**config.mk**
```make
export PLATFORM = sky130hd
export DESIGN_NAME = pg_gen_stage
export DESIGN_NICKNAME = d
export VERILOG_FILES = /design/src/rtl/pg_pkg.sv /design/src/rtl/pg_bitcell.sv /design/src/rtl/pg_gen_stage.sv
export SDC_FILE = /design/constraint.sdc
export NUM_CORES = 1
export LEC_CHECK = 0
export CAP_MARGIN = 20
export CORE_UTILIZATION = 54
export CTS_BUF_LIST = sky130_fd_sc_hd__clkbuf_16
export DETAILED_ROUTE_END_ITERATION = 10
export HOLD_SLACK_MARGIN = 0.1
export PLACE_DENSITY_LB_ADDON = 0.15
export RECOVER_POWER = 50
export SYNTH_ARGS = -nofsm -noshare
export SYNTH_HDL_FRONTEND = slang
export SYNTH_HIERARCHICAL = 1
export SYNTH_SLANG_ARGS = --single-unit
```
**constraint.sdc**
```tcl
create_clock -name clk -period 4.1 [get_ports clk]
set_input_delay 1.23 -clock clk [delete_from_list [all_inputs] [get_ports clk]]
set_output_delay 1.23 -clock clk [all_outputs]
set_load 0.1 [all_outputs]
```
**src/rtl/pg_pkg.sv**
```systemverilog
// pg_pkg: shared types for the generate/propagate pre-processing stage.
//   PG_WIDTH_DEF : default operand width
//   pg_state_e   : main/skid occupancy state
//   pg_fold_g0   : folds the carry-in into the bit-0 generate term
package pg_pkg;

    localparam int PG_WIDTH_DEF = 32;

    typedef enum logic [1:0] {
        EMPTY = 2'd0,
        ONE   = 2'd1,
        TWO   = 2'd2
    } pg_state_e;

    // A bit-0 carry-in acts as a generate term wherever bit 0 propagates.
    function automatic logic pg_fold_g0(input logic g_raw, input logic p_raw, input logic cin_eff);
        return g_raw | (p_raw & cin_eff);
    endfunction

endpackage

```
**src/rtl/pg_bitcell.sv**
```systemverilog
// pg_bitcell: one-bit generate/propagate cell (combinational).
//   a, b : operand bits
//   g    : generate, a & b
//   p    : propagate, a ^ b (XOR form, so the sum stage can reuse it)
module pg_bitcell (
    input  logic a,
    input  logic b,
    output logic g,
    output logic p
);

    assign g = a & b;
    assign p = a ^ b;

endmodule

```
**src/rtl/pg_gen_stage.sv**
```systemverilog
// pg_gen_stage: registers A/B/cin behind a valid/ready handshake and presents
// per-bit generate/propagate vectors to the prefix tree, with the carry-in
// folded into g[0]. A main register plus one skid register give full
// throughput while in_ready stays a pure function of registered state.
//
// Ports:
//   clk, rst_n          : clock, asynchronous active-low reset
//   in_valid, in_ready  : upstream handshake (in_ready registered)
//   a, b, cin           : operands and carry-in
//   sub                 : subtract select (only with PG_SUB_EN defined)
//   out_valid, out_ready: downstream handshake to the prefix tree
//   g, p, c0            : generate, propagate, effective carry-in
//
// Build option: define PG_SUB_EN to add the sub port (A-B via ~B and cin=1).
//
// state | meaning
// ------+---------------------------------------------------
// EMPTY | nothing held; out_valid=0, in_ready=1
// ONE   | main register holds a word; out_valid=1, in_ready=1
// TWO   | main and skid both full; out_valid=1, in_ready=0
module pg_gen_stage
    import pg_pkg::*;
#(
    parameter int WIDTH = PG_WIDTH_DEF
) (
    input  logic             clk,
    input  logic             rst_n,
    input  logic             in_valid,
    output logic             in_ready,
    input  logic [WIDTH-1:0] a,
    input  logic [WIDTH-1:0] b,
    input  logic             cin,
`ifdef PG_SUB_EN
    input  logic             sub,
`endif
    output logic             out_valid,
    input  logic             out_ready,
    output logic [WIDTH-1:0] g,
    output logic [WIDTH-1:0] p,
    output logic             c0
);

    typedef logic [WIDTH-1:0] pg_vec_t;

    typedef struct packed {
        pg_vec_t g;
        pg_vec_t p;
        logic    c0;
    } pg_word_t;

    pg_state_e state;
    pg_state_e state_nxt;
    pg_word_t  main_q;
    pg_word_t  skid_q;
    pg_word_t  in_word;
    pg_vec_t   b_eff;
    pg_vec_t   g_raw;
    pg_vec_t   p_raw;
    logic      cin_eff;
    logic      in_xfer;
    logic      out_xfer;
    logic      load_main;
    logic      load_skid;
    logic      move_skid;

`ifdef PG_SUB_EN
    assign b_eff   = sub ? ~b : b;
    assign cin_eff = sub | cin & ~sub;
`else
    assign b_eff   = b;
    assign cin_eff = cin;
`endif

    for (genvar i = 0; i < WIDTH; i++) begin : g_cells
        pg_bitcell u_cell (
            .a (a[i]),
            .b (b_eff[i]),
            .g (g_raw[i]),
            .p (p_raw[i])
        );
    end

    always_comb begin
        in_word    = '0;
        in_word.p  = p_raw;
        in_word.g  = {g_raw[WIDTH-1:1], pg_fold_g0(g_raw[0], p_raw[0], cin_eff)};
        in_word.c0 = cin_eff;
    end

    assign in_xfer  = in_valid & in_ready;
    assign out_xfer = out_valid & out_ready;

    always_ff @(posedge clk or negedge rst_n) begin
        if (!rst_n) begin
            state <= EMPTY;
        end else begin
            state <= state_nxt;
        end
    end

    always_comb begin
        state_nxt = state;
        load_main = 1'b0;
        load_skid = 1'b0;
        move_skid = 1'b0;
        case (state)
            EMPTY: begin
                if (in_xfer) begin
                    load_main = 1'b1;
                    state_nxt = ONE;
                end
            end
            ONE: begin
                if (in_xfer && out_xfer) begin
                    load_main = 1'b1;
                end else if (in_xfer) begin
                    load_skid = 1'b1;
                    state_nxt = TWO;
                end else if (out_xfer) begin
                    state_nxt = EMPTY;
                end
            end
            TWO: begin
                if (out_xfer) begin
                    move_skid = 1'b1;
                    state_nxt = ONE;
                end
            end
            default: state_nxt = EMPTY;
        endcase
    end

    always_comb begin
        out_valid = (state == ONE) || (state == TWO);
        in_ready  = (state != TWO);
    end

    always_ff @(posedge clk or negedge rst_n) begin
        if (!rst_n) begin
            main_q <= '0;
            skid_q <= '0;
        end else begin
            if (load_main) begin
                main_q <= in_word;
            end else if (move_skid) begin
                main_q <= skid_q;
            end
            if (load_skid) begin
                skid_q <= in_word;
            end
        end
    end

    assign g  = main_q.g;
    assign p  = main_q.p;
    assign c0 = main_q.c0;

endmodule

```
# Yosys cells after proc, flatten, opt, wreduce, memory -nomap -nowiden

Index checks and enable logic that the tools add are counted.

Shift operators: 0
Eq/ne operators: 7
Reduce and logical (&&, ||, !) cells: 5
Div/mod/pow operators: 0
Bitwise operators: 68
$lt $le $gt $ge: 0
$mul: 0
Add/subtract/negate cells: 0
Multiplexer cells: 15

Operators by type and width:

| operator           | count |
|---|---|
| $mux 65            | 2 |
| $and 1x1->1        | 35 |
| $xor 1x1->1        | 32 |
| $mux 2             | 5 |
| $ne 2x2->1 const B | 4 |
| $mux 1             | 6 |
| $pmux 2 s3         | 1 |
| $reduce_and 4->1   | 1 |
| $ne 3x3->1 const B | 1 |
| $eq 2x1->1 const B | 1 |
| $eq 2x2->1 const B | 1 |
| $logic_not 2->1    | 1 |
| $pmux 1 s2         | 1 |
| $reduce_bool 2->1  | 1 |
| $logic_and 1x1->1  | 1 |
| $logic_or 1x1->1   | 1 |
| $or 1x1->1         | 1 |

Bits of input ports: 69
ROM bits: 0
Bits in latches: 0
Output and inout bits: 67
Flip-flop bits (word level): 132
Word-level logic and storage cells: 102
Bits in writable memories: 0
Memories: 0

# Depth between registers and ports, before layout

Depth after elaboration: 7
Depth in mapped cells: 8

# By module

Netlist, hierarchy kept.

By module, submodules not included:

| module       | sequential area each (um^2) | instances | cells an instance | area each (um^2) |
|---|---|---|---|---|
| pg_gen_stage | 3303.2                      | 1         | 442               | 5585.4 |
| pg_bitcell   | 0.0                         | 32        | 1                 | 12.5 |

# Worst setup path before layout

Ideal clock, no wire load.

Path type: flip-flop to output port
Start point: register state[1]
End point: output port out_valid
Data required time: 2.870 ns
Slack: 1.541 ns
Cell stages (with the launch flop): 3
Data arrival time: 1.329 ns
Cell sequence: dfrtp_1 -> inv_1 -> ha_1

Longest elaborated chain between the ends: 2
Elaborated cells on any way between the ends: 3
Those cells by class: 2 x eq/ne; 1 x reduce/logical

Ends and longest elaborated chain:

| item                                            | line                | source |
|---|---|---|
| start, declared                                 | pg_gen_stage.sv:51  | `pg_state_e state;` |
| start signal, assigned                          | pg_gen_stage.sv:97  | `state <= state_nxt;` |
| $eq 2x1->1 / $eq 2x2->1 (equally long branches) | pg_gen_stage.sv:134 | `out_valid = (state == ONE) \|\| (state == TWO);` |
| $logic_or 1x1->1 (*)                            | pg_gen_stage.sv:134 |  |
| end, declared                                   | pg_gen_stage.sv:36  | `output logic out_valid,` |

Mark *: on every way between the ends. The rest lies on a longest branch, timed or not.

# Worst setup path after layout

Start point: input port out_ready
End point: register main_q (netlist bit g[28])

Longest elaborated chain between the ends: 5
Elaborated cells on any way between the ends: 8
Those cells by class: 5 x mux; 1 x bitwise; 2 x reduce/logical

Ends and longest elaborated chain:

| item                                                | line                | source |
|---|---|---|
| start, declared                                     | pg_gen_stage.sv:37  | `input logic out_ready,` |
| $and 1x1->1 (*)                                     | pg_gen_stage.sv:91  | `assign out_xfer = out_valid & out_ready;` |
| $logic_and 1x1->1                                   | pg_gen_stage.sv:114 | `if (in_xfer && out_xfer) begin` |
| $mux 1                                              | pg_gen_stage.sv:114 |  |
| $pmux 1 s2                                          | pg_gen_stage.sv:106 | `case (state)` |
| $mux 65 / $reduce_bool 2->1 (equally long branches) | --                  |  |
| end signal, assigned                                | pg_gen_stage.sv:144 | `main_q <= in_word;` |
| end signal, assigned                                | pg_gen_stage.sv:146 | `main_q <= skid_q;` |
| end, declared                                       | pg_gen_stage.sv:53  | `pg_word_t main_q;` |

Marked as above.
A chain may end at the register's enable or synchronous reset.

==> results by group <==
Routing
  • Via/cell ratio: 5.332
  • Post-route ant nets: 0
  • DRT iter0 DRCs: 159
  • Wire per inst: 16.23 um
  • Post-route DRC: 0
  • Final WL: 12,330 um
  • Drt first pass iters: 6
  • DR vias: 4,052

Global route
  • Initial antenna violation count: 0
  • Largest net degree at the start of global routing: 73
  • GR Util All Layers: 0.2314
  • First-pass GRT wire length: 20,180 um
  • Global route overflow: 0
  • Vias in the first global route: 4,206

STA
  • Fin crit period: 3.475 ns
  • Setup TNS: 0 ns
  • Fin Hold WS: 0.5055 ns
  • Final Hold Fails: 0
  • Final Cycle Share: 0.8476
  • Fmax: 0.2878 GHz
  • Pin slew with the least headroom to its limit: 1.452 ns
  • Unrepaired setup endpoints after global routing: no
  • Final Max Slew Viols: 0
  • Clock Skews: 0.006314 ns
  • Max_slew headroom: 0.03224
  • Setup violations, final: 0

Critical path
  • Crit path launch type: primary input
  • Max incr delay on CP: 1.08 ns
  • Setup CP Type: in -> reg
  • Reg2reg end: skid_q[1]$_DFFE_PN0P_
  • Crit path max fanout: 40
  • Critical Path RT: 4.30 ns
  • Worst setup EP type: flip-flop
  • CP max stage cell: clkbuf_1
  • Crit path DAT: 3.67 ns
  • Flop2flop setup slack: 1.13 ns
  • Worst reg-to-reg path cell count: 6
  • Critical path, cell by cell: dlygate4sd3_1 > a31oi_1 > nor3_4 > clkbuf_1 > o21ai_0
  • R2r startpoint: state[0]$_DFFE_PN0P_

Die
  • I/O pin count: 136
  • Core ar.: 0.01084 mm^2
  • Initial core utilization: 0.5522
  • Die span in y: 107.3 um
  • Die W: 107.3 um
  • Rows: 38
  • Die area: 0.01151 mm^2

Cells and area
  • Ant diodes: 0
  • NumNets Final: 713
  • Commonest non-fill, non-tap cell in the layout: dfrtp_1
  • Synthesis-to-finish area growth: 32.67%
  • Layout cells sized above 1: 0.1661
  • Non-filler cells in the finished layout: 760
  • Most frequent cells in the layout: dfrtp_1 (132), clkdlybuf4s50_1 (131), mux2i_1 (65), nand2_1 (65), mux2_2 (65)
  • Fill count: 799

Clock tree
  • CTS tree: done
  • Root Driver: clkbuf_16
  • Worst skew pair latency: 0.40 ns
  • Hold-fix buffers, CTS: 0
  • # resized after CTS: 0
  • Clock buffer count from CTS: 17
  • Clock Path Buffers: 2
  • Clock transition at path regs: 0.05 ns
  • Setup Buffers After CTS: 0
  • H-Tree Level Count: 4
  • CTS Sinks: 132

Yosys
  • Synth Net Count: 579
  • Dominant cell type by area after synthesis: dfrtp_1
  • Top cell type's share of synthesized area: 0.5518
  • Ranking of synthesized cells by area: dfrtp_1 (55%), mux2_2 (12%), mux2i_1 (11%), ha_1 (7.5%), o21ai_0 (4.9%)
  • Sequential fraction of the synthesis area: 0.5518
  • Synth Area per Inst: 12.63 um^2
  • Ys Warns: 6
  • Synth unique cells: 23
  • Cell Area, Synth: 0.005986 mm^2
  • Flop and latch count out of synthesis: 132
  • Cells after Synth: 474

Place
  • Cells after DPL: 729
  • RD Place Congestion: 0.7169
  • DP HPWL: 8323 um
  • I/O Buffers: 135

Min path
  • Worst Hold Class: reg -> reg
  • Hold Path Depth: 1
  • WHS Endpoint: skid_q[25]$_DFFE_PN0P_
  • Min-delay src: skid_q[25]$_DFFE_PN0P_

Status
  • Status: completed

Flow run
  • Max-Cap Viols: 0
## cells in the mapped netlist (all sizes together)
| cell | n |
|---|---|
| clkbuf | 4 |
| nor2 | 2 |
| or3 | 1 |
| dfrtp | 132 |
| ha | 36 |
| o21bai | 1 |
| nand2 | 65 |
| nand3 | 1 |
| nand3b | 1 |
| a21o | 1 |
| mux2i | 65 |
| a21oi | 4 |
| o21ai | 65 |
| buf | 24 |
| nor3 | 1 |
| o221ai | 1 |
| inv | 4 |
| a31oi | 1 |
| mux2 | 65 |
## final cells by class
class / count / area (um^2) / area share
Sequential cell: 132 / 3303 / 0.4159
Timing Repair Buffer: 143 / 1416 / 0.1784
Multi-Input combinational cell: 310 / 2507 / 0.3157
Clock inverter: 14 / 98.84 / 0.01245
Tap cell: 140 / 175.2 / 0.02206
Clock buffer: 17 / 425.4 / 0.05357
Inverter: 4 / 15.01 / 0.001891
## routing by layer
metal | routed length [um] | part of all wire | global-route usage
met3 | 719 | 0.058 | 0.07203
met4 | 112 | 0.0091 | 0.07632
met1 | 5319 | 0.43 | 0.2838
met2 | 6182 | 0.50 | 0.3889
met5 | 0 | 0 | 0
## cell families (layout without fill, tap and decap cells)
| kind of cell | count (synthesis) | in the layout | share of synthesized area |
|---|---|---|---|
| flops | 132 | 132 | 0.5518 |
| simple gates | 71 | 71 | 0.04682 |
| buf+inv | 32 | 178 | 0.03177 |
| fa+ha+maj | 36 | 36 | 0.07525 |
| compound gates | 73 | 73 | 0.06334 |
| mux | 130 | 130 | 0.2310 |
## flip-flops by register name, indices dropped and copies added (netlist names)
| name | count |
|---|---|
| c0 | 1 |
| p | 32 |
| skid_q | 65 |
| state | 2 |
| g | 32 |
## stage by stage
stage	area (um^2)	utilization	worst slack (ns)
after global placement	7453	0.6876	0.9412
after detailed placement	7453	0.6876	0.8554
final	7941	0.7326	0.6248
after floorplan	5986	-	1.541
after global routing	7941	0.7326	0.4431
after CTS	7978	0.7359	0.9061
## worst max path at each step
stage	from	cells past startpoint	to	slack, ns
2_1_floorplan	state[1]$_DFFE_PN0P_	2	out_valid	1.54
5_1_grt	out_ready	5	g[28]$_DFFE_PN0P_	0.44
3_3_place_gp	out_ready	5	g[24]$_DFFE_PN0P_	0.94
4_1_cts	g[1]$_DFFE_PN0P_	1	g[1]	0.91
6_report	out_ready	5	g[28]$_DFFE_PN0P_	0.62
3_5_place_dp	out_ready	5	p[23]$_DFFE_PN0P_	0.86
## critical path: cells and delay by family
family / cells / cell delay [ns]
buffers and inverters: 2 / 1.74
AO/OA/AOI/OAI: 2 / 0.49
AND/OR/NAND/NOR: 1 / 0.20
Power is left out: the tool's default activity adds up to more than one toggle a clock period on the data nets, which glitch-free logic cannot reach.
